==> src/rtl/multicycle_ctrl.sv <==
// Main control FSM of the multicycle MIPS core: fetch/decode/execute/memory/writeback sequencing.
// Optional jal/jr support is enabled by defining CTRL_JAL_EN.
module multicycle_ctrl #(
  parameter int unsigned CTRL_W = 6
) (
  input  logic              clk,
  input  logic              rst_n,
  input  logic [5:0]        op,
  input  logic [5:0]        funct,
  input  logic              zero,
  output logic [CTRL_W-1:0] alu_ctrl,
  output logic [1:0]        alu_src_a,
  output logic [1:0]        alu_src_b,
  output logic              ext_zero,
  output logic              iord,
  output logic              mem_read,
  output logic              mem_write,
  output logic              ir_write,
  output logic [1:0]        reg_dst,
  output logic [1:0]        mem_to_reg,
  output logic              reg_write,
  output logic              pc_en,
  output logic [1:0]        pc_source,
  output logic              illegal_insn
);

  localparam logic [CTRL_W-1:0] ALUOP_ADD  = CTRL_W'(1);
  localparam logic [CTRL_W-1:0] ALUOP_ADDU = CTRL_W'(2);
  localparam logic [CTRL_W-1:0] ALUOP_SUB  = CTRL_W'(3);
  localparam logic [CTRL_W-1:0] ALUOP_SUBU = CTRL_W'(4);
  localparam logic [CTRL_W-1:0] ALUOP_AND  = CTRL_W'(5);
  localparam logic [CTRL_W-1:0] ALUOP_OR   = CTRL_W'(6);
  localparam logic [CTRL_W-1:0] ALUOP_XOR  = CTRL_W'(7);
  localparam logic [CTRL_W-1:0] ALUOP_NOR  = CTRL_W'(8);
  localparam logic [CTRL_W-1:0] ALUOP_SLT  = CTRL_W'(9);
  localparam logic [CTRL_W-1:0] ALUOP_SLTU = CTRL_W'(10);
  localparam logic [CTRL_W-1:0] ALUOP_SLL  = CTRL_W'(11);
  localparam logic [CTRL_W-1:0] ALUOP_SRL  = CTRL_W'(12);
  localparam logic [CTRL_W-1:0] ALUOP_SRA  = CTRL_W'(13);
  localparam logic [CTRL_W-1:0] ALUOP_SLLV = CTRL_W'(14);
  localparam logic [CTRL_W-1:0] ALUOP_SRLV = CTRL_W'(15);
  localparam logic [CTRL_W-1:0] ALUOP_SRAV = CTRL_W'(16);
  localparam logic [CTRL_W-1:0] ALUOP_LUI  = CTRL_W'(17);

  localparam logic [5:0] OP_RTYPE = 6'h00;
  localparam logic [5:0] OP_J     = 6'h02;
  localparam logic [5:0] OP_JAL   = 6'h03;
  localparam logic [5:0] OP_BEQ   = 6'h04;
  localparam logic [5:0] OP_BNE   = 6'h05;
  localparam logic [5:0] OP_ADDI  = 6'h08;
  localparam logic [5:0] OP_ADDIU = 6'h09;
  localparam logic [5:0] OP_SLTI  = 6'h0A;
  localparam logic [5:0] OP_SLTIU = 6'h0B;
  localparam logic [5:0] OP_ANDI  = 6'h0C;
  localparam logic [5:0] OP_ORI   = 6'h0D;
  localparam logic [5:0] OP_XORI  = 6'h0E;
  localparam logic [5:0] OP_LUI   = 6'h0F;
  localparam logic [5:0] OP_LW    = 6'h23;
  localparam logic [5:0] OP_SW    = 6'h2B;

  localparam logic [5:0] FN_SLL  = 6'h00;
  localparam logic [5:0] FN_SRL  = 6'h02;
  localparam logic [5:0] FN_SRA  = 6'h03;
  localparam logic [5:0] FN_SLLV = 6'h04;
  localparam logic [5:0] FN_SRLV = 6'h06;
  localparam logic [5:0] FN_SRAV = 6'h07;
  localparam logic [5:0] FN_JR   = 6'h08;
  localparam logic [5:0] FN_ADD  = 6'h20;
  localparam logic [5:0] FN_ADDU = 6'h21;
  localparam logic [5:0] FN_SUB  = 6'h22;
  localparam logic [5:0] FN_SUBU = 6'h23;
  localparam logic [5:0] FN_AND  = 6'h24;
  localparam logic [5:0] FN_OR   = 6'h25;
  localparam logic [5:0] FN_XOR  = 6'h26;
  localparam logic [5:0] FN_NOR  = 6'h27;
  localparam logic [5:0] FN_SLT  = 6'h2A;
  localparam logic [5:0] FN_SLTU = 6'h2B;

  typedef enum logic [3:0] {
    S_INIT, S_FETCH, S_DECODE, S_MEM_ADDR, S_MEM_RD, S_MEM_WR,
    S_MEM_WB, S_EXEC_R, S_EXEC_I, S_ALU_WB, S_BRANCH, S_JUMP
  } state_e;

  state_e state_q, state_d;

  logic              r_legal, r_shamt, i_legal, i_zext, is_jal, is_jr;
  logic [CTRL_W-1:0] r_alu, i_alu;

  // Instruction-field decode; IR is stable from DECODE onwards so this is purely combinational.
  always_comb begin
    r_legal = 1'b1;
    r_shamt = 1'b0;
    r_alu   = '0;
    unique case (funct)
      FN_SLL:  begin r_alu = ALUOP_SLL; r_shamt = 1'b1; end
      FN_SRL:  begin r_alu = ALUOP_SRL; r_shamt = 1'b1; end
      FN_SRA:  begin r_alu = ALUOP_SRA; r_shamt = 1'b1; end
      FN_SLLV: r_alu = ALUOP_SLLV;
      FN_SRLV: r_alu = ALUOP_SRLV;
      FN_SRAV: r_alu = ALUOP_SRAV;
      FN_ADD:  r_alu = ALUOP_ADD;
      FN_ADDU: r_alu = ALUOP_ADDU;
      FN_SUB:  r_alu = ALUOP_SUB;
      FN_SUBU: r_alu = ALUOP_SUBU;
      FN_AND:  r_alu = ALUOP_AND;
      FN_OR:   r_alu = ALUOP_OR;
      FN_XOR:  r_alu = ALUOP_XOR;
      FN_NOR:  r_alu = ALUOP_NOR;
      FN_SLT:  r_alu = ALUOP_SLT;
      FN_SLTU: r_alu = ALUOP_SLTU;
      default: r_legal = 1'b0;
    endcase

    i_legal = 1'b1;
    i_zext  = 1'b0;
    i_alu   = '0;
    unique case (op)
      OP_ADDI, OP_ADDIU: i_alu = ALUOP_ADD;
      OP_SLTI:  i_alu = ALUOP_SLT;
      OP_SLTIU: i_alu = ALUOP_SLTU;
      OP_ANDI:  begin i_alu = ALUOP_AND; i_zext = 1'b1; end
      OP_ORI:   begin i_alu = ALUOP_OR;  i_zext = 1'b1; end
      OP_XORI:  begin i_alu = ALUOP_XOR; i_zext = 1'b1; end
      OP_LUI:   i_alu = ALUOP_LUI;
      default:  i_legal = 1'b0;
    endcase

`ifdef CTRL_JAL_EN
    is_jal = (op == OP_JAL);
    is_jr  = (op == OP_RTYPE) && (funct == FN_JR);
`else
    is_jal = 1'b0;
    is_jr  = 1'b0;
`endif
  end

  always_ff @(posedge clk or negedge rst_n) begin
    if (!rst_n) state_q <= S_INIT;
    else        state_q <= state_d;
  end

  always_comb begin
    state_d      = state_q;
    alu_ctrl     = '0;
    alu_src_a    = 2'b00;
    alu_src_b    = 2'b00;
    ext_zero     = 1'b0;
    iord         = 1'b0;
    mem_read     = 1'b0;
    mem_write    = 1'b0;
    ir_write     = 1'b0;
    reg_dst      = 2'b00;
    mem_to_reg   = 2'b00;
    reg_write    = 1'b0;
    pc_en        = 1'b0;
    pc_source    = 2'b00;
    illegal_insn = 1'b0;

    unique case (state_q)
      S_INIT: state_d = S_FETCH;
      S_FETCH: begin
        mem_read  = 1'b1;
        ir_write  = 1'b1;
        alu_src_b = 2'b01;
        alu_ctrl  = ALUOP_ADD;
        pc_en     = 1'b1;
        state_d   = S_DECODE;
      end
      S_DECODE: begin
        alu_src_b = 2'b11;
        alu_ctrl  = ALUOP_ADD;
        if (op == OP_LW || op == OP_SW)              state_d = S_MEM_ADDR;
        else if (is_jr)                              state_d = S_JUMP;
        else if (op == OP_RTYPE && r_legal)          state_d = S_EXEC_R;
        else if (i_legal)                            state_d = S_EXEC_I;
        else if (op == OP_BEQ || op == OP_BNE)       state_d = S_BRANCH;
        else if (op == OP_J || is_jal)               state_d = S_JUMP;
        else begin
          illegal_insn = 1'b1;
          state_d      = S_FETCH;
        end
      end
      S_MEM_ADDR: begin
        alu_src_a = 2'b01;
        alu_src_b = 2'b10;
        alu_ctrl  = ALUOP_ADD;
        state_d   = (op == OP_LW) ? S_MEM_RD : S_MEM_WR;
      end
      S_MEM_RD: begin
        mem_read = 1'b1;
        iord     = 1'b1;
        state_d  = S_MEM_WB;
      end
      S_MEM_WR: begin
        mem_write = 1'b1;
        iord      = 1'b1;
        state_d   = S_FETCH;
      end
      S_MEM_WB: begin
        mem_to_reg = 2'b01;
        reg_write  = 1'b1;
        state_d    = S_FETCH;
      end
      S_EXEC_R: begin
        alu_src_a = r_shamt ? 2'b10 : 2'b01;
        alu_ctrl  = r_alu;
        state_d   = S_ALU_WB;
      end
      S_EXEC_I: begin
        alu_src_a = 2'b01;
        alu_src_b = 2'b10;
        alu_ctrl  = i_alu;
        ext_zero  = i_zext;
        state_d   = S_ALU_WB;
      end
      S_ALU_WB: begin
        reg_dst   = (op == OP_RTYPE) ? 2'b01 : 2'b00;
        reg_write = 1'b1;
        state_d   = S_FETCH;
      end
      S_BRANCH: begin
        alu_src_a = 2'b01;
        alu_ctrl  = ALUOP_SUB;
        pc_source = 2'b01;
        pc_en     = (op == OP_BEQ) ? zero : ~zero;
        state_d   = S_FETCH;
      end
      S_JUMP: begin
        pc_en     = 1'b1;
        pc_source = is_jr ? 2'b11 : 2'b10;
        if (is_jal) begin
          reg_dst    = 2'b10;
          mem_to_reg = 2'b10;
          reg_write  = 1'b1;
        end
        state_d = S_FETCH;
      end
      default: state_d = S_INIT;
    endcase
  end

endmodule

==> config.mk <==
export PLATFORM = sky130hd
export DESIGN_NAME = multicycle_ctrl
export DESIGN_NICKNAME = d
export VERILOG_FILES = /design/src/rtl/multicycle_ctrl.sv
export SDC_FILE = /design/constraint.sdc
export NUM_CORES = 1
export LEC_CHECK = 0
export ABC_CLOCK_PERIOD_IN_PS = 4700
export CORE_UTILIZATION = 45
export DETAILED_ROUTE_END_ITERATION = 10
export PLACE_DENSITY = 0.94
export SLEW_MARGIN = 40
export SYNTH_ARGS = -nofsm -noshare
export SYNTH_HDL_FRONTEND = slang
export SYNTH_SLANG_ARGS = --single-unit
==> constraint.sdc <==
create_clock -name clk -period 4.7 [get_ports clk]
set_input_delay 1.175 -clock clk [delete_from_list [all_inputs] [get_ports clk]]
set_output_delay 1.175 -clock clk [all_outputs]
set_load 0.03 [all_outputs]
==> results by group <==
Global routing
  • Initial antenna violation count: 0
  • Gr usage total: 26.4%
  • Vias in the first global route: 996
  • Congestion Overflow GR: 0
  • Largest net degree at the start of global routing: 16
  • First-pass GRT wire length: 4160 um

Cells and area
  • Multi-input gate area: 678 um2
  • Register area: 100 um2
  • Nets: 184
  • Max reg flops: 4
  • Fillers: 142
  • Layout area overhead: 48.3%
  • Share of post-route cells with drive strength above 1: 10.2%
  • Biggest register: state_q
  • Diode count: 0
  • Largest regs: state_q (4)

STA
  • Final worst path period share: 97.0%
  • Final hold vios: 0
  • Post-layout minimum cycle time: 4560 ps
  • Worst hold slack: 732 ps
  • F_max: 0.219 GHz
  • Slew margin rel.: 66.8%
  • Max Clock Skew: 2.89 ps
  • TNS Setup: 0 ps
  • RSZ-0062 raised after global routing: false
  • Worst slew pin tran: 493 ps
  • Slew Limit Fails: 0
  • Final setup vio count: 0

Critical path
  • Critical Path AT: 3380 ps
  • Crit path from: op[0]
  • Setup CP Type: input pin to output port
  • Startpoint types: input pin
  • Critical Path Fanout Max: 3
  • WP data required: 3520 ps
  • Reg2reg path depth: 3
  • Reg2reg start: state_q[0]
  • CP endpoint kind: output port

Routing
  • Total wire length: 2680 um
  • Pre-antenna DRT Iters: 4
  • Antenna-violating nets left: 0
  • DRT iter0 DRCs: 48
  • Residual DRC count: 0
  • Wire per inst: 14.0 um
  • Via-to-Cell Ratio: 5.98
  • Routed via count: 1148

Synthesis
  • Sequential area share after synthesis: 11.6%
  • Cell Area, Synth: 863 um2
  • Synthesized area per cell: 6.64 um2
  • Syn. warnings: 0
  • Yosys reg bits: 4
  • Synth cell types: 44
  • Mapped Cells: 130
  • Synth Flop Type: dfrtp_1
  • FFs w/ async S/R, synth: 100%
  • Post-synth EDFFs: 0

Floorplanning
  • Ports: 39
  • Die area: 2100 um2
  • Core area: 1760 um2
  • Starting density of the core: 48.9%
  • Die W: 45.8 um
  • Row count: 15
  • Die H: 45.8 um

Place
  • Port bufs: 35
  • GP Congestion: 0.849
  • DP Wirelength: 2070 um

Clocking
  • Clock Latency Late Sink: 220 ps
  • Cts repair resizes: 0
  • Clock transition at the registers of the reported paths: 40 ps
  • CTS tree: done
  • Htree depth: 1
  • CTS Buf Count: 3
  • Post-CTS Hold Fix Bufs: 0
  • Clock buffer depth: 2
  • CTS Sinks: 4
  • Clk root buf: clkbuf_4
  • Setup Fix Bufs, Post-CTS: 0

Flow run
  • Max-cap violations: 0

Hold path
  • Hold WC Path Type: register to register
  • Hold Crit Start: state_q[3]
  • Hold path depth: 1

Pwr
  • Net Sw Frac: 54.7%
  • PD cells: 446 nW/um2
  • Logic gate share of total power: 75.9%
  • Leakage: 0.479 nW
  • Internal: 0.259 mW
  • Peak VDD IR: 0.000513 V
  • Sequential Power Share: 17.1%
  • Clock Power Share: 7.0%
  • Switching power: 0.312 mW

Status
  • Status: completed
-- cell usage in the layout, fill, tap and decap left out, types with 2 or more instances in the layout --
master	n
clkdlybuf4s50_1	35
nor2_1	15
nand2_1	11
o21ai_0	9
buf_4	9
inv_1	8
a21oi_1	6
nand2b_1	5
nor2b_1	5
nand3_1	4
or3_1	4
o211ai_1	4
dfrtp_1	4
o31ai_1	3
o22ai_1	3
conb_1	3
clkbuf_4	3
nor3_1	2
nand4b_1	2
xnor2_1	2
o2111ai_1	2
a31oi_1	2
mux2i_1	2
a21o_1	2
nand3b_1	2
o41ai_1	2
-- per-stage QoR --
| stage | util, % | instances | worst slack [ps] | instance area (um2) | total power, mW |
|---|---|---|---|---|---|
| final | 72.6 | 192 | 143 | 1280 | 0.571 |
| after global routing | 72.6 | 192 | 37.4 | 1280 | 0.601 |
| after CTS | 72.6 | 192 | 139 | 1280 | 0.569 |
| after detailed placement | 71.3 | 189 | 158 | 1260 | 0.527 |
| after global placement | 71.3 | 189 | 157 | 1260 | 0.515 |
| after floorplan | - | 132 | 757 | 871 | 0.365 |
-- cell type report --
cell class | count | share of cell area [%]
sequential | 4 | 7.82
inverter | 8 | 2.35
multi-input combinational | 108 | 53.0
clock buffer | 3 | 1.76
tap | 25 | 2.44
timing repair buffer | 44 | 32.6
-- critical path, cell delays in order --
cell	delay (ps)
clkdlybuf4s50_1	420
or4_4	570
nand2b_1	170
xnor2_1	140
o31ai_1	190
clkdlybuf4s50_1	710
-- power by group through the flow --
| stage | sequential, mW | clock (mW) | combinational, mW |
|---|---|---|---|
| after floorplan | 0.0599 | 0 | 0.305 |
| after global placement | 0.0938 | 0 | 0.421 |
| after detailed placement | 0.0961 | 0 | 0.431 |
| after CTS | 0.0956 | 0.0410 | 0.433 |
| after global routing | 0.101 | 0.0431 | 0.457 |
| final | 0.0976 | 0.0397 | 0.434 |
-- final timing paths --
kind / to / slack, ps
min in group asynchronous: state_q[1] / 1150
min reg2reg: state_q[2] / 730
max in group asynchronous: state_q[0] / 3390
max: pc_en / 140
min: state_q[2] / 730
max reg2reg: state_q[3] / 3040
-- cells by family after synthesis --
family          after synthesis  share of synthesized area, %
buf+inv                      20                          10.7
compound gates               40                          31.3
flops                         4                          11.6
mux                           2                          2.32
other cells                   1                         0.434
xor+xnor                      2                          2.03
simple gates                 61                          41.6
-- routing by layer --
| metal | track usage [%] | part of all wire (%) | up-vias |
|---|---|---|---|
| li1 | - | - | 555 |
| met1 | 35.3 | 40 | 535 |
| met2 | 46.0 | 52 | 56 |
| met3 | 1.59 | 7.6 | 2 |
| met4 | 6.47 | 0.22 | 0 |
| met5 | 0 | 0 | - |
-- cells in the mapped netlist (all sizes together), types with 3 or more instances --
cell type | instances | area (um2)
nor2 | 15 | 56.3
nand2 | 11 | 41.3
o21ai | 9 | 45.0
buf | 8 | 47.5
inv | 8 | 30.0
a21oi | 6 | 30.0
nand2b | 5 | 31.3
nor2b | 5 | 31.3
clkbuf | 4 | 15.0
dfrtp | 4 | 100
nand3 | 4 | 20.0
o211ai | 4 | 30.0
or3 | 4 | 25.0
nor3 | 3 | 20.0
o22ai | 3 | 18.8
o31ai | 3 | 22.5
Note: power is estimated with default switching activity, not from simulation.
